--- src/rtl/spi_pkg.sv ---
// Shared types and widths for the SPI peripheral receive path.
package spi_pkg;

    localparam int unsigned BYTE_W  = 8;
    localparam int unsigned INDEX_W = 16;

    typedef logic [BYTE_W-1:0] spi_byte_t;

    typedef enum logic [1:0] {
        IDLE,
        OPCODE,
        DATA
    } spi_state_e;

endpackage

--- src/rtl/spi_edge_sync.sv ---
// Multi-stage synchronizer with registered rise/fall event detection.
module spi_edge_sync #(
    parameter int unsigned SYNC_STAGES = 2
) (
    input  logic clk,
    input  logic reset_n,
    input  logic d_i,
    output logic rise_o,
    output logic fall_o
);

    logic [SYNC_STAGES-1:0] sync_q;
    logic                   prev_q;
    logic                   rise_q;
    logic                   fall_q;
    logic                   lvl;

    assign lvl = sync_q[SYNC_STAGES-1];

    // Chain resets low: a pin already low at reset release produces no fall event.
    always_ff @(posedge clk or negedge reset_n) begin
        if (!reset_n) begin
            sync_q <= '0;
            prev_q <= 1'b0;
            rise_q <= 1'b0;
            fall_q <= 1'b0;
        end else begin
            sync_q <= {sync_q[SYNC_STAGES-2:0], d_i};
            prev_q <= lvl;
            rise_q <= lvl & ~prev_q;
            fall_q <= ~lvl & prev_q;
        end
    end

    assign rise_o = rise_q;
    assign fall_o = fall_q;

endmodule

--- src/rtl/spi_peripheral_rx.sv ---
// SPI mode-0 target: opcode/write-data byte strobes plus response shift-out.
// Optional TX path enabled by defining SPI_PERIPHERAL_RX_CIPO_EN.
module spi_peripheral_rx
    import spi_pkg::*;
#(
    parameter int unsigned SYNC_STAGES = 2
) (
    input  logic               clk,
    input  logic               reset_n,
    input  logic               sck,
    input  logic               cs,
    input  logic               copi,
    output logic               cipo,
    output logic [BYTE_W-1:0]  opcode,
    output logic               opcode_valid,
    output logic [BYTE_W-1:0]  wr_data,
    output logic               wr_valid,
    output logic [INDEX_W-1:0] byte_index,
    output logic               rd_req,
    input  logic [BYTE_W-1:0]  rd_data,
    output logic               busy,
    output logic               txn_end
);

    logic sck_rise, sck_fall, cs_rise, cs_fall;
    logic [SYNC_STAGES-1:0] copi_sync_q;
    logic copi_s;

    spi_edge_sync #(.SYNC_STAGES(SYNC_STAGES)) u_sck_sync (
        .clk(clk), .reset_n(reset_n), .d_i(sck), .rise_o(sck_rise), .fall_o(sck_fall)
    );

    spi_edge_sync #(.SYNC_STAGES(SYNC_STAGES)) u_cs_sync (
        .clk(clk), .reset_n(reset_n), .d_i(cs), .rise_o(cs_rise), .fall_o(cs_fall)
    );

    always_ff @(posedge clk or negedge reset_n) begin
        if (!reset_n) copi_sync_q <= '0;
        else          copi_sync_q <= {copi_sync_q[SYNC_STAGES-2:0], copi};
    end
    assign copi_s = copi_sync_q[SYNC_STAGES-1];

    spi_state_e         state_q, state_d;
    logic [2:0]         bit_cnt_q, bit_cnt_d;
    spi_byte_t          shift_q, shift_d;
    spi_byte_t          opcode_q, opcode_d;
    spi_byte_t          wr_data_q, wr_data_d;
    logic [INDEX_W-1:0] idx_q, idx_d;
    logic               opv_q, opv_d, wrv_q, wrv_d;
    logic               end_q, end_d, end_pend_q, end_pend_d;
    logic               active, byte_done;
    spi_byte_t          rx_byte;

    assign active    = (state_q != IDLE);
    assign byte_done = active && sck_rise && (bit_cnt_q == 3'd7);
    assign rx_byte   = {shift_q[BYTE_W-2:0], copi_s};

    always_comb begin
        state_d    = state_q;
        bit_cnt_d  = bit_cnt_q;
        shift_d    = shift_q;
        opcode_d   = opcode_q;
        wr_data_d  = wr_data_q;
        idx_d      = idx_q;
        opv_d      = 1'b0;
        wrv_d      = 1'b0;
        end_d      = end_pend_q;
        end_pend_d = 1'b0;

        if (wrv_q && (idx_q != '1)) idx_d = idx_q + 16'd1;

        if (!active) begin
            if (cs_fall) begin
                state_d   = OPCODE;
                bit_cnt_d = '0;
                shift_d   = '0;
            end
        end else begin
            if (sck_rise) begin
                shift_d   = rx_byte;
                bit_cnt_d = bit_cnt_q + 3'd1;
            end
            if (byte_done) begin
                if (state_q == OPCODE) begin
                    opcode_d = rx_byte;
                    opv_d    = 1'b1;
                    idx_d    = '0;
                    state_d  = DATA;
                end else begin
                    wr_data_d = rx_byte;
                    wrv_d     = 1'b1;
                end
            end
            // A byte finishing with cs rising still strobes; txn_end is pushed a cycle later.
            if (cs_rise) begin
                state_d   = IDLE;
                bit_cnt_d = '0;
                shift_d   = '0;
                if (byte_done) begin
                    end_pend_d = 1'b1;
                    end_d      = 1'b0;
                end else begin
                    end_d = 1'b1;
                end
            end
        end
    end

    always_ff @(posedge clk or negedge reset_n) begin
        if (!reset_n) begin
            state_q    <= IDLE;
            bit_cnt_q  <= '0;
            shift_q    <= '0;
            opcode_q   <= '0;
            wr_data_q  <= '0;
            idx_q      <= '0;
            opv_q      <= 1'b0;
            wrv_q      <= 1'b0;
            end_q      <= 1'b0;
            end_pend_q <= 1'b0;
        end else begin
            state_q    <= state_d;
            bit_cnt_q  <= bit_cnt_d;
            shift_q    <= shift_d;
            opcode_q   <= opcode_d;
            wr_data_q  <= wr_data_d;
            idx_q      <= idx_d;
            opv_q      <= opv_d;
            wrv_q      <= wrv_d;
            end_q      <= end_d;
            end_pend_q <= end_pend_d;
        end
    end

`ifdef SPI_PERIPHERAL_RX_CIPO_EN
    spi_byte_t tx_q, tx_d;
    logic      load_pend_q, load_pend_d, rdreq_q, tx_clear;

    assign tx_clear = active ? cs_rise : cs_fall;

    // rd_data is captured on the first falling edge after a request, then shifted.
    always_comb begin
        tx_d        = tx_q;
        load_pend_d = load_pend_q;
        if (tx_clear) begin
            tx_d        = '0;
            load_pend_d = 1'b0;
        end else if (active) begin
            if (byte_done) load_pend_d = 1'b1;
            if (sck_fall) begin
                if (load_pend_q) begin
                    tx_d        = rd_data;
                    load_pend_d = 1'b0;
                end else begin
                    tx_d = {tx_q[BYTE_W-2:0], 1'b0};
                end
            end
        end
    end

    always_ff @(posedge clk or negedge reset_n) begin
        if (!reset_n) begin
            tx_q        <= '0;
            load_pend_q <= 1'b0;
            rdreq_q     <= 1'b0;
        end else begin
            tx_q        <= tx_d;
            load_pend_q <= load_pend_d;
            rdreq_q     <= byte_done;
        end
    end

    assign cipo   = active & tx_q[BYTE_W-1];
    assign rd_req = rdreq_q;
`else
    logic unused_rd_data;
    assign unused_rd_data = ^rd_data;
    assign cipo   = 1'b0;
    assign rd_req = 1'b0;
`endif

    assign opcode       = opcode_q;
    assign opcode_valid = opv_q;
    assign wr_data      = wr_data_q;
    assign wr_valid     = wrv_q;
    assign byte_index   = idx_q;
    assign busy         = active;
    assign txn_end      = end_q;

endmodule
--- config.mk ---
export PLATFORM = sky130hd
export DESIGN_NAME = spi_peripheral_rx
export DESIGN_NICKNAME = d
export VERILOG_FILES = /design/src/rtl/spi_pkg.sv /design/src/rtl/spi_edge_sync.sv /design/src/rtl/spi_peripheral_rx.sv
export SDC_FILE = /design/constraint.sdc
export NUM_CORES = 1
export LEC_CHECK = 0
export ABC_CLOCK_PERIOD_IN_PS = 4300
export BUFFER_PORTS_ARGS = -buffer_cell sky130_fd_sc_hd__clkbuf_2
export CORE_MARGIN = 2
export CORE_UTILIZATION = 49
export CTS_CLUSTER_DIAMETER = 100
export CTS_CLUSTER_SIZE = 14
export DETAILED_ROUTE_END_ITERATION = 8
export HOLD_SLACK_MARGIN = 0.08
export PLACE_DENSITY_LB_ADDON = 0.3
export RECOVER_POWER = 25
export SYNTH_ARGS = -nofsm -noshare
export SYNTH_HDL_FRONTEND = slang
export SYNTH_SLANG_ARGS = --single-unit
--- constraint.sdc ---
create_clock -name clk -period 4.3 [get_ports clk]
set_input_delay 0.86 -clock clk [delete_from_list [all_inputs] [get_ports clk]]
set_output_delay 0.86 -clock clk [all_outputs]
set_load 0.01 [all_outputs]
==> results.sh <==
export IMPL_slew_viol_final=33
export IMPL_worst_slew_pin_slew_ns=1.64
export IMPL_numClockSinks=59
export IMPL_violations="capacitance limit, slew limit"
export IMPL_synth_compound_area_share_pct=10.3
export IMPL_multi_input_comb_area_sq_um=908
export IMPL_crit_required_ns=3.44
export IMPL_placedCellCount=311
export IMPL_ys_ff_latch=59
export IMPL_drc=0
export IMPL_ir_drop_mv=0.228
export IMPL_setup_tns_ns=0
export IMPL_worstHoldStart="u_sck_sync.sync_q[0]$_DFF_PN0_"
export IMPL_num_io_pins=51
export IMPL_ys_seq_area_share_pct=60.8
export IMPL_yosys_area_share_adder_pct=1.55
export IMPL_grt_max_degree=33
export IMPL_slowest_delay_ns=0.41
export IMPL_hold_viol=0
export IMPL_synthMuxAreaShare_pct=4.59
export IMPL_routed_wl_microns=4470
export IMPL_layout_nets=271
export IMPL_synthXorXnorAreaFrac_pct=1.80
export IMPL_firstDrtPassIters=5
export IMPL_fill_cells=419
export IMPL_setup_viol=0
export IMPL_power_density_mw_per_mm2=390
export IMPL_portBuffers=40
export IMPL_ys_warn_count=0
export IMPL_drive_gt1_share_pct=27.9
export IMPL_cts_max_level=3
export IMPL_gp_congestion=0.816
export IMPL_first_iter_violations=80
export IMPL_grt_first_pass_wirelength_microns=7750
export IMPL_ctsRootBufferMaster="clkbuf_8"
export IMPL_maxClockFrequency_mhz=473
export IMPL_gr_total_overflow=0
export IMPL_num_antenna_cells=0
export IMPL_coreArea_sq_mm=0.00475
export IMPL_synth_edf_count=0
export IMPL_postCtsHoldBufs=0
export IMPL_crit_fanout=5
export IMPL_synth_cells=208
export IMPL_fin_worst_skew_ns=0.00543
export IMPL_cts_tree="done"
export IMPL_regArea_sq_mm=0.00148
export IMPL_grt_setup_unrepaired="false"
export IMPL_endpoint_kind="primary output"
export IMPL_num_vias=1721
export IMPL_synth_top_family_by_area="simple AND/OR/NAND/NOR gates"
export IMPL_slowest_stage="dfrtp_1"
export IMPL_ant_nets=0
export IMPL_syn_to_final_growth_pct=19.2
export IMPL_crit_reg2reg_launch="bit_cnt_q[0]$_DFFE_PN0P_"
export IMPL_die_width_microns=74.4
export IMPL_clk_latency_ns=0.33
export IMPL_yosysUniqueCellTypes=44
export IMPL_worstPathCellList="nor2_1 -> inv_1 -> clkbuf_2"
export IMPL_wl_per_cell_microns=13.8
export IMPL_period_share_pct=49.2
export IMPL_die_area_sq_mm=0.00553
export IMPL_cts_max_path_buffers=2
export IMPL_worstHoldPathType="reg -> reg"
export IMPL_clk_pin_slew_worst_paths_ns=0.06
export IMPL_dpl_hpwl_microns=2940
export IMPL_crit_type="reg -> out"
export IMPL_cts_inserted_buffers=9
export IMPL_async_reset_ff_share_pct=100
export IMPL_post_cts_buffers=0
export IMPL_critical_path_startpoint="state_q[0]$_DFFE_PN0P_"
export IMPL_total_power_mw=1.13
export IMPL_max_slew_margin_rel_pct=-9.43
export IMPL_worstPathArrival_ns=1.26
export IMPL_finalNonFillerCells=325
export IMPL_via_per_inst=5.30
export IMPL_grt_total_usage_pct=18.8
export IMPL_antenna_found_initial=0
export IMPL_min_period_ns=2.12
export IMPL_die_h_microns=74.4
export IMPL_outcome="finished, violations left"
export IMPL_row_count=25
export IMPL_ctsResizeCount=0
export IMPL_avgSynthCellArea_sq_um=11.7
export IMPL_maxCapViolCount=1
export IMPL_start_util_pct=51.1
export IMPL_synth_simple_gate_area_share_pct=18.9
export IMPL_startpoint_type="register"
export IMPL_leakagePower_nw=1.49
export IMPL_syn_cell_area_sq_mm=0.00243
export IMPL_grt_pass1_vias=1659
export IMPL_ys_flop_type="dfrtp_1"
==> stage by stage <==
| stage | setup slack, ns | hold slack, ns | cell area, sq um | util, % |
|---|---|---|---|---|
| 2_1_floorplan | 2.61 | 0.331 | 2430 | - |
| 3_3_place_gp | 2.31 | 0.333 | 2700 | 56.7 |
| 3_5_place_dp | 2.28 | 0.336 | 2700 | 56.7 |
| 4_1_cts | 2.17 | 0.349 | 2900 | 60.9 |
| 5_1_grt | 1.79 | 0.366 | 2890 | 60.9 |
| 6_report | 2.18 | 0.347 | 2890 | 60.9 |
==> power by group <==
group / switching [mW] / leakage (nW) / internal, mW
Sequential: 0.0101 / 0.799 / 0.569
Combinational: 0.0277 / 0.592 / 0.0153
Clock: 0.199 / 0.104 / 0.307
Total: 0.237 / 1.49 / 0.892
==> area by class of cell <==
type | instances | share of cell area [%]
multi-input combinational | 140 | 31.4
clock inverter | 2 | 1.21
timing repair buffer | 42 | 7.39
clock buffer | 12 | 5.71
inverter | 3 | 0.389
tap | 67 | 2.90
sequential | 59 | 51.0
==> flip-flops by register name (all words and copies together) (netlist names), 3 cells and up <==
| register | flops |
|---|---|
| bit_cnt_q | 3 |
| byte_index | 16 |
| opcode | 8 |
| shift_q | 7 |
| wr_data | 8 |
==> critical path: cells and delay by family (launching register included) <==
| family | cells | cell delay (ns) |
|---|---|---|
| buffers and inverters | 2 | 0.23 |
| flip-flops | 1 | 0.41 |
| AND/OR/NAND/NOR | 1 | 0.29 |
==> final timing paths <==
kind / depth (start not counted) / end / slack, ns
worst max register to register: 6 / byte_index[5]$_DFF_PN0_ / 2.26
max in group asynchronous: 2 / u_cs_sync.sync_q[1]$_DFF_PN0_ / 2.24
min in group asynchronous: 1 / byte_index[7]$_DFF_PN0_ / 0.94
worst max-delay path: 3 / busy / 2.18
worst min-delay path: 0 / u_sck_sync.sync_q[1]$_DFF_PN0_ / 0.35
worst min register to register: 0 / u_sck_sync.sync_q[1]$_DFF_PN0_ / 0.35
==> routing by layer <==
metal  wire, microns  global-route usage (%)
met4              80                    10.5
met2            2110                    29.2
met5               0                       0
met3             224                    4.20
met1            2050                    24.6
==> cell usage in the layout (no fill, tap or decap), types with 2 or more instances in the layout <==
| cell type | count |
|---|---|
| clkbuf_8 | 12 |
| and4_1 | 3 |
| and3_1 | 3 |
| or4_1 | 3 |
| conb_1 | 2 |
| inv_1 | 3 |
| nor2b_1 | 4 |
| or3_1 | 2 |
| nand2_1 | 36 |
| ha_1 | 3 |
| o21ai_0 | 7 |
| nand4_1 | 6 |
| xnor2_1 | 3 |
| a21oi_1 | 7 |
| buf_4 | 2 |
| nand3_1 | 5 |
| o31ai_1 | 2 |
| clkbuf_2 | 39 |
| mux2_2 | 9 |
| a22o_1 | 9 |
| xor2_1 | 2 |
| nor2_1 | 11 |
| dfrtp_1 | 59 |
| a31oi_1 | 3 |
==> synth_stat cells (3+ instances only) <==
cell type	instances	share of area [%]
and4_1	3	1.1
and3_1	3	0.77
or4_1	3	0.93
clkbuf_1	4	0.62
ha_1	3	1.5
mux2_2	9	4.2
a21oi_1	7	1.4
inv_1	3	0.46
o21ai_0	7	1.4
xnor2_1	3	1.1
dfrtp_1	59	61
nor2b_1	4	1.0
nand2_1	36	5.6
a22o_1	9	3.2
nor2_1	11	1.7
a31oi_1	3	0.77
nand3_1	5	1.0
nand4_1	6	1.5
==> cell families (layout without fill, tap and decap cells) <==
logic type / Yosys count / count (layout)
AO/OA/AOI/OAI: 35 / 35
XOR/XNOR: 5 / 5
adder cells (fa/ha/maj): 3 / 3
buffers and inverters: 10 / 59
flip-flops: 59 / 59
multiplexers: 10 / 10
other: 1 / 2
AND/OR/NAND/NOR: 85 / 85
Power figures use the tool's default switching activity.
